`src/rtl/seq_shifter_pkg.sv`:
```
// rtl/seq_shifter_pkg.sv - shared mode and FSM state types for the sequential shifter
package seq_shifter_pkg;

  typedef enum logic [1:0] {
    MODE_LSL = 2'b00,
    MODE_LSR = 2'b01,
    MODE_ASR = 2'b10,
    MODE_ROR = 2'b11
  } mode_e;

  typedef enum logic [1:0] {
    ST_IDLE  = 2'b00,
    ST_SHIFT = 2'b01,
    ST_DONE  = 2'b10
  } state_e;

endpackage

```
`src/rtl/seq_shifter_shift_stage.sv`:
```
// rtl/seq_shifter_shift_stage.sv - combinational one-position shift under a selected mode
module shift_stage
  import seq_shifter_pkg::*;
#(
  parameter int N = 8
) (
  input  logic [N-1:0] operand,
  input  logic [1:0]   mode,
  output logic [N-1:0] result,
  output logic         out_bit
);

  // Move the operand one position; out_bit is the bit leaving (or wrapping around) the word
  always_comb begin
    result  = operand;
    out_bit = 1'b0;
    case (mode_e'(mode))
      MODE_LSL: begin
        result  = {operand[N-2:0], 1'b0};
        out_bit = operand[N-1];
      end
      MODE_LSR: begin
        result  = {1'b0, operand[N-1:1]};
        out_bit = operand[0];
      end
      MODE_ASR: begin
        result  = {operand[N-1], operand[N-1:1]};
        out_bit = operand[0];
      end
      MODE_ROR: begin
        result  = {operand[0], operand[N-1:1]};
        out_bit = operand[0];
      end
      default: ;
    endcase
  end

endmodule

```
`src/rtl/seq_shifter.sv`:
```
// rtl/seq_shifter.sv - multi-cycle shifter, one position per clock, with busy/done handshake
module seq_shifter
  import seq_shifter_pkg::*;
#(
  parameter int N  = 8,
  parameter int SW = $clog2(N)
) (
  input  logic          clk,
  input  logic          rst,
  input  logic          start,
  input  logic [N-1:0]  data_in,
  input  logic [SW-1:0] amount,
  input  logic [1:0]    mode,
  output logic [N-1:0]  data_out,
  output logic          carry_out,
  output logic          busy,
  output logic          done
);

  state_e        state;
  state_e        state_nx;
  logic [SW-1:0] count;
  mode_e         mode_q;
  logic          accept;
  logic [N-1:0]  stage_result;
  logic          stage_bit;

  shift_stage #(.N(N)) u_stage (
    .operand (data_out),
    .mode    (mode_q),
    .result  (stage_result),
    .out_bit (stage_bit)
  );

  // State register; reset abandons any operation in flight
  always_ff @(posedge clk or posedge rst) begin
    if (rst) state <= ST_IDLE;
    else     state <= state_nx;
  end

  // Next state and status outputs; starts are only honoured outside SHIFT
  always_comb begin
    state_nx = state;
    accept   = 1'b0;
    busy     = 1'b0;
    done     = 1'b0;
    case (state)
      ST_IDLE: begin
        if (start) begin
          accept   = 1'b1;
          state_nx = (amount != '0) ? ST_SHIFT : ST_DONE;
        end
      end
      ST_SHIFT: begin
        busy = 1'b1;
        if (count == SW'(1)) state_nx = ST_DONE;
      end
      ST_DONE: begin
        done     = 1'b1;
        state_nx = ST_IDLE;
        if (start) begin
          accept   = 1'b1;
          state_nx = (amount != '0) ? ST_SHIFT : ST_DONE;
        end
      end
      default: state_nx = ST_IDLE;
    endcase
  end

  // Working register, carry, counter and latched mode; all hold outside capture and SHIFT
  always_ff @(posedge clk or posedge rst) begin
    if (rst) begin
      data_out  <= '0;
      carry_out <= 1'b0;
      count     <= '0;
      mode_q    <= MODE_LSL;
    end else if (accept) begin
      data_out  <= data_in;
      carry_out <= 1'b0;
      count     <= amount;
      mode_q    <= mode_e'(mode);
    end else if (state == ST_SHIFT) begin
      data_out  <= stage_result;
      carry_out <= stage_bit;
      count     <= count - SW'(1);
    end
  end

endmodule

```
`config.mk`:
```
export PLATFORM = sky130hd
export DESIGN_NAME = seq_shifter
export DESIGN_NICKNAME = d
export VERILOG_FILES = /design/src/rtl/seq_shifter_pkg.sv /design/src/rtl/seq_shifter_shift_stage.sv /design/src/rtl/seq_shifter.sv
export SDC_FILE = /design/constraint.sdc
export NUM_CORES = 1
export LEC_CHECK = 0
export CORE_MARGIN = 8
export CORE_UTILIZATION = 46
export CTS_BUF_LIST = sky130_fd_sc_hd__clkbuf_4 sky130_fd_sc_hd__clkbuf_8 sky130_fd_sc_hd__clkbuf_16
export DETAILED_ROUTE_END_ITERATION = 6
export GPL_ROUTABILITY_DRIVEN = 0
export HOLD_SLACK_MARGIN = 0.08
export PLACE_DENSITY = 0.75
export REMOVE_ABC_BUFFERS = 1
export SLEW_MARGIN = 10
export SYNTH_ARGS = -nofsm -noshare
export SYNTH_HDL_FRONTEND = slang
export SYNTH_SLANG_ARGS = --single-unit
export TNS_END_PERCENT = 10
```
`constraint.sdc`:
```
create_clock -name clk -period 1.7 [get_ports clk]
set_input_delay 0.17 -clock clk [delete_from_list [all_inputs] [get_ports clk]]
set_output_delay 0.17 -clock clk [all_outputs]
set_load 0.05 [all_outputs]
```
# == After elaboration in Yosys (flattened, before gate mapping) ==
# Index checks and enable logic that the tools add are counted.
# totals
in_bits,16
register_bits,16
output_inout_bits,11
elab_cells,41
# classes
n_reduce_logical,8
n_mux,17
addsub,1
n_eq_ne,9
# ops
operator,n
one-hot mux 8 bit (4 select lines),1
two-way mux 8 bit,2
two-way mux 2 bit,4
"equality test 2 bit, second input constant",3
two-way mux 1 bit,6
two-way mux 3 bit,2
"!= test 2 bit, second input constant",3
one-hot mux 2 bit (3 select lines),1
"equality test 2 x 1 -> 1 bit, second input constant",2
zero test 2 bit,2
AND reduction 2 bit,2
"equality test 3 x 1 -> 1 bit, second input constant",1
nonzero test 3 bit,1
OR reduction 3 bit,1
"subtractor 3 x 1 -> 3 bit, second input constant",1
one-hot mux 1 bit (2 select lines),1
nonzero test 2 bit,1
OR reduction 2 bit,1

# == Longest topological paths before layout ==
# Gate-level depths: netlist (run 1).
# depth
ltp_word,5
mapped_depth,6
depth_no_buf,6

# == Modules after synthesis ==
# Synthesis (run 1) repeated with hierarchy kept, for this count alone.
# hier_totals
hier_cells,87
area_unflattened_um2,915.9
# modules_own_cells
module,area_each_um2,seq_area_each_um2,instances,cells_per_inst
seq_shifter,797.0,400.4,1,75
shift_stage,118.9,0.0,1,12

# == Worst setup path after synthesis (run 1) ==
# No wires, ideal clock.
# synth_path
kind,register to output
startpoint,register state[1]
endpoint,output done
stages_incl_launch_ff,3
t_required_ns,1.530
path_buffers,1
arrival_time_ns,1.383
slack_ns,0.147
cell_sequence,dfrtp_1 > clkbuf_1 > nor2b_1
# synth_between
elab_chain_len,2
# synth_lines
item,line_no,source
start: declaration,seq_shifter.sv:20,state_e state;
start signal: assignment,seq_shifter.sv:38,else state <= state_nx;
equality test 2 bit,seq_shifter.sv:47,case (state)
two-way mux 1 bit,seq_shifter.sv:47,
end: declaration,seq_shifter.sv:17,output logic done
# Every way passes these cells.

# == Final worst setup path (run 1) ==
# layout_path
startpoint,register state[0]
endpoint,output done
# The elaborated chain is that of the path after synthesis.

==> results.toml, run 1 <==
[run_status]
status = "finished clean"

[synth]
yosys-mux-area-fraction_pct = 19.4
ys_top_cells_by_count = "dfrtp_1 (16), mux2i_1 (13), nand2_1 (7)"
yosysMostFrequentCell = "dfrtp_1"
synth_compound_area_share_pct = 15.9
synth_edf_count = 0
synth_adder_area_share_pct = 2.71
async_flop_share_pct = 100
syn_inst = 93
synth-xor-area-share_pct = 1.90
synthSimpleGateAreaFrac_pct = 12.3
yosysWarnings = 0
syn_area_per_cell_um2 = 9.93
yosysSeqAreaShare_pct = 43.4
synth_cell_types = 24
ys_ff_latch = 16
syn_area_um2 = 923
synth_area_leaders = "dfrtp_1 (43%), mux2i_1 (14%), o221ai_1 (3.8%)"
yosys.area.top_type = "dfrtp_1"
yosys_most_used_dff = "dfrtp_1"
synth_top_family_by_area = "multiplexers"
synth_top_area_share_pct = 43.4

[clocking]
clock-root-buffer = "clkbuf_4"
cts.sinks = 16
clock_tree.buffer_depth = 2
cts-hold-fix-buffers = 0
cts_buffers = 3
insertion_delay_ns = 0.28
htreeDepth = 1
ctsResizeCount = 0
post-cts-setup-buffers = 0
cts_tree = "built"
clkTransAtPathRegs_ns = 0.09

[timing]
rsz0062_at_grt = "no"
worst_slack_ns = 0.196
final-setup-viol-count = 0
finalCriticalPeriod_ns = 1.50
max_freq_mhz = 665
worstMarginPinSlew_ns = 0.615
slew_viol_final = 0
hold_viol = 0
slew_headroom_pct = 58.9
clock_skew_ns = 0.00191
fin_crit_sh_pct = 88.5

[drt]
met3WireLength_um = 229
ant_nets = 0
top_layer = "met4"
detail_route.vias_per_cell = 5.37
vias = 806
wl_per_cell_um = 15.3
drt_iter0_drc = 25
drc = 0
drtPass1Iterations = 4
wl_met1_um = 980
wl_mm = 2.30
met2_length_mm = 1.07

[setup_path]
critPathKind = "flip-flop to primary output"
startpoint_type = "flip-flop"
critPathLaunch = "state[0]"
reg2reg_from = "mode_q[1]"
critical_path_required_ns = 1.53
r2r_cells = 4
ff2ff_setup_slack_ns = 0.28
crit_path_end_kind = "primary output"
cp_max_fo = 17
reg2reg_to = "carry_out"
arrival_ns = 1.33
crit_end = "done"

[die]
ios = 27
die_area_um2 = 3700
die_w_um = 60.8
initial_utilization_pct = 48.0
fp.dieH_um = 60.8
core-area_um2 = 1920
rows = 16

[placement]
io_buffers = 26
hpwl_mm = 1.74
place_ws_ns = 0.300

[grt]
grt_pass1_wl_mm = 4.03
grt_overflow = 0
grt_usage_pct = 14.2
antenna_found_initial = 0
grt_max_degree = 18
grt_pass1_vias = 896

[finish]
area_delta_synth_final_pct = 37.5
num-fill-cells = 171
seqCellArea_um2 = 400
diodes = 0
final_util_pct = 66.1
multi_input_area_um2 = 482
finalNetCount = 142
drive_gt1_share_pct = 21.1

[power_and_ir_drop]
power_uw = 2710
cellPowerDensity_nw_per_um2 = 2140
p_leak_uw = 0.000578
peakVddDrop_v = 0.00129

[hold_path]
hold_path_class = "primary input to async pin"

[job]
maxCapViolCount = 0
-- cell families after synthesis --
logic type	after synthesis
compound gates	23
xor+xnor	2
fa+ha+maj	2
buf+inv	10
flops	16
mux	17
simple gates	23
-- worst max-delay path: stages (launching register included) --
cell and delay, ns:
dfrtp_1 0.45, buf_4 0.22, nor2b_1 0.21, buf_12 0.17
-- report_power, final --
group | leakage, uW | internal (uW) | switching (uW)
clock | 0.0000210 | 130 | 120
sequential | 0.000194 | 572 | 232
combinational | 0.000363 | 692 | 967
total | 0.000578 | 1390 | 1320
-- registers in the layout, indices dropped and copies added, names as in the netlist --
signal / cells
data_out: 8
count: 3
mode_q: 2
state: 2
carry_out: 1
-- layer usage --
layer | up-vias | GRT usage (%)
met4 | 0 | 4.98
met3 | 2 | 4.24
met5 | - | 0
li1 | 395 | -
met1 | 373 | 17.1
met2 | 36 | 23.4
-- worst min path at each step --
stage | startpoint | endpoint | slack (ns) | depth (start not counted)
floorplan | rst | carry_out | 0.08 | 1
global placement | carry_out | carry_out | 0.51 | 1
detailed placement | carry_out | carry_out | 0.54 | 1
CTS | rst | data_out[0] | 0.28 | 2
global route | rst | state[0] | 0.32 | 2
finish | rst | state[0] | 0.25 | 2
-- through the flow --
stage | instance area (um2) | setup TNS, ns | hold WS (ns) | std cells
finish | 1270 | 0 | 0.253 | 150
global route | 1270 | 0 | 0.324 | 150
CTS | 1270 | 0 | 0.275 | 150
detailed placement | 1230 | 0 | 0.539 | 146
global placement | 1230 | 0 | 0.512 | 146
floorplan | 897 | -0.00746 | 0.0837 | 87
-- cell usage in the layout, fill, tap and decap left out, types with 2 or more instances in the layout --
cell / instances
dfrtp_1: 16
clkdlybuf4s50_1: 15
buf_4: 15
mux2i_1: 13
nand2_1: 7
o21ai_0: 6
a21oi_1: 5
nand3_1: 5
nand2b_1: 4
inv_1: 4
o22ai_1: 4
o221ai_1: 4
nor2_1: 4
mux2_2: 3
clkbuf_4: 3
a211oi_1: 2
ha_1: 2
buf_12: 2
-- layout make-up --
class,instances,area share (%)
clock buffers,4,2.86
inverters,4,1.18
multi-input cells,67,37.9
flip-flops and latches,16,31.5
well taps,27,2.66
repair buffers,32,23.8
Note: power is estimated with default switching activity, not from simulation.
==> run 2, diff against run 1 <==
Settings changed: CORE_UTILIZATION 46 to 49, PLACE_DENSITY 0.75 to 0.8.
Clock period 1.7 ns to 1.9 ns, I/O delays scaled along.
==> results.toml, run 2 (synthesis gave the netlist of run 1 again) <==
[clocking]
clkTransAtPathRegs_ns = 0.10
ctsResizeCount = 0
cts_tree = "built"
post-cts-setup-buffers = 0
cts.sinks = 16
cts_buffers = 3
clock-root-buffer = "clkbuf_4"
htreeDepth = 1
cts-hold-fix-buffers = 0
insertion_delay_ns = 0.30
clock_tree.buffer_depth = 2

[setup_path]
critPathKind = "flip-flop to primary output"
critPathBufInv = 1
arrival_ns = 1.61
path_cells = "clkdlybuf4s50_1"
r2r_cells = 4
startpoint_type = "flip-flop"
cp.depth = 1
crit_path_end_kind = "primary output"
critical_path_required_ns = 1.71
critPathLaunch = "data_out[0]"
critPathMaxStageDelay_ns = 0.84
cp_max_fo = 6
crit_family = "buffers and inverters"
slowest_stage = "clkdlybuf4s50_1"
reg2reg_from = "mode_q[0]"
ff2ff_setup_slack_ns = 0.44

[grt]
grt_overflow = 0
grt_usage_pct = 14.9
antenna_found_initial = 0
grt_pass1_wl_mm = 4.02
grt_max_degree = 22
grt_pass1_vias = 833

[placement]
hpwl_mm = 1.79
place_ws_ns = 0.336
dpl.cell_count = 142
io_buffers = 26

[die]
rows = 15
initial_utilization_pct = 52.9
die_w_um = 59.4
core-area_um2 = 1750
fp.dieH_um = 59.4
ios = 27
die_area_um2 = 3530

[timing]
max_freq_mhz = 556
final-setup-viol-count = 0
fin_setup_tns_ns = 0
finalCriticalPeriod_ns = 1.80
worstMarginPinSlew_ns = 0.629
worst_slack_ns = 0.101
rsz0062_at_grt = "no"
slew_viol_final = 0
hold_viol = 0
fin_crit_sh_pct = 94.7
slew_headroom_pct = 58.0
clock_skew_ns = 0.0100

[drt]
wl_mm = 2.35
wl_per_cell_um = 16.1
ant_nets = 0
detail_route.vias_per_cell = 5.43
drtPass1Iterations = 4
vias = 793
drt_iter0_drc = 18
drc = 0

[finish]
layout_common_cells = "clkdlybuf4s50_1 (24), dfrtp_1 (16), mux2i_1 (13)"
drive_gt1_share_pct = 12.4
top_regs = "data_out: 8 flops, count: 3 flops"
largest-register = "data_out"
layout_commonest_cell = "clkdlybuf4s50_1"
final_cells = 146
largest_register_ffs = 8
area_delta_synth_final_pct = 36.7
seqCellArea_um2 = 400
multi_input_area_um2 = 482
finalNetCount = 140
num-fill-cells = 139
diodes = 0

[power_and_ir_drop]
peakVddDrop_v = 0.00135
p_leak_uw = 0.000555
cellPowerDensity_nw_per_um2 = 1940

[run_status]
status = "finished clean"

[hold_path]
hold_path_class = "primary input to async pin"

[job]
maxCapViolCount = 0
run 2: final cells by class:
cell class,instances,share of cell area [%]
multi-input combinational,67,38.2
sequential,16,31.7
clock buffer,4,2.87
timing repair buffer,30,23.6
tap,25,2.48
inverter,4,1.19
run 2: final timing paths:
path	endpoint
setup / recovery	data_out[0]
hold / removal	data_out[0]
setup reg to reg	carry_out
hold reg to reg	count[1]
max in group asynchronous	count[1]
min in group clk	mode_q[0]
run 2: metal layers:
metal  wire length, um  up-vias  global-route usage, %
met5                 0        -                      0
met3                61        2                   3.25
met1              1040      386                   17.9
met2              1240       14                   25.3
met4                17        0                   5.12
li1                  -      391                      -
run 2: per-stage QoR:
step / hold slack [ns] / total power (uW) / util (%) / instance area [um2]
floorplan: 0.104 / 1680 / - / 897
global placement: 0.507 / 2160 / 70.3 / 1230
detailed placement: 0.566 / 2220 / 70.3 / 1230
CTS: 0.265 / 2460 / 72.3 / 1260
global route: 0.333 / 2620 / 72.3 / 1260
finish: 0.259 / 2440 / 72.3 / 1260
run 2: power by group:
part | switching (uW) | internal, uW
registers | 214 | 511
logic | 861 | 626
clock network | 116 | 117
total | 1190 | 1250
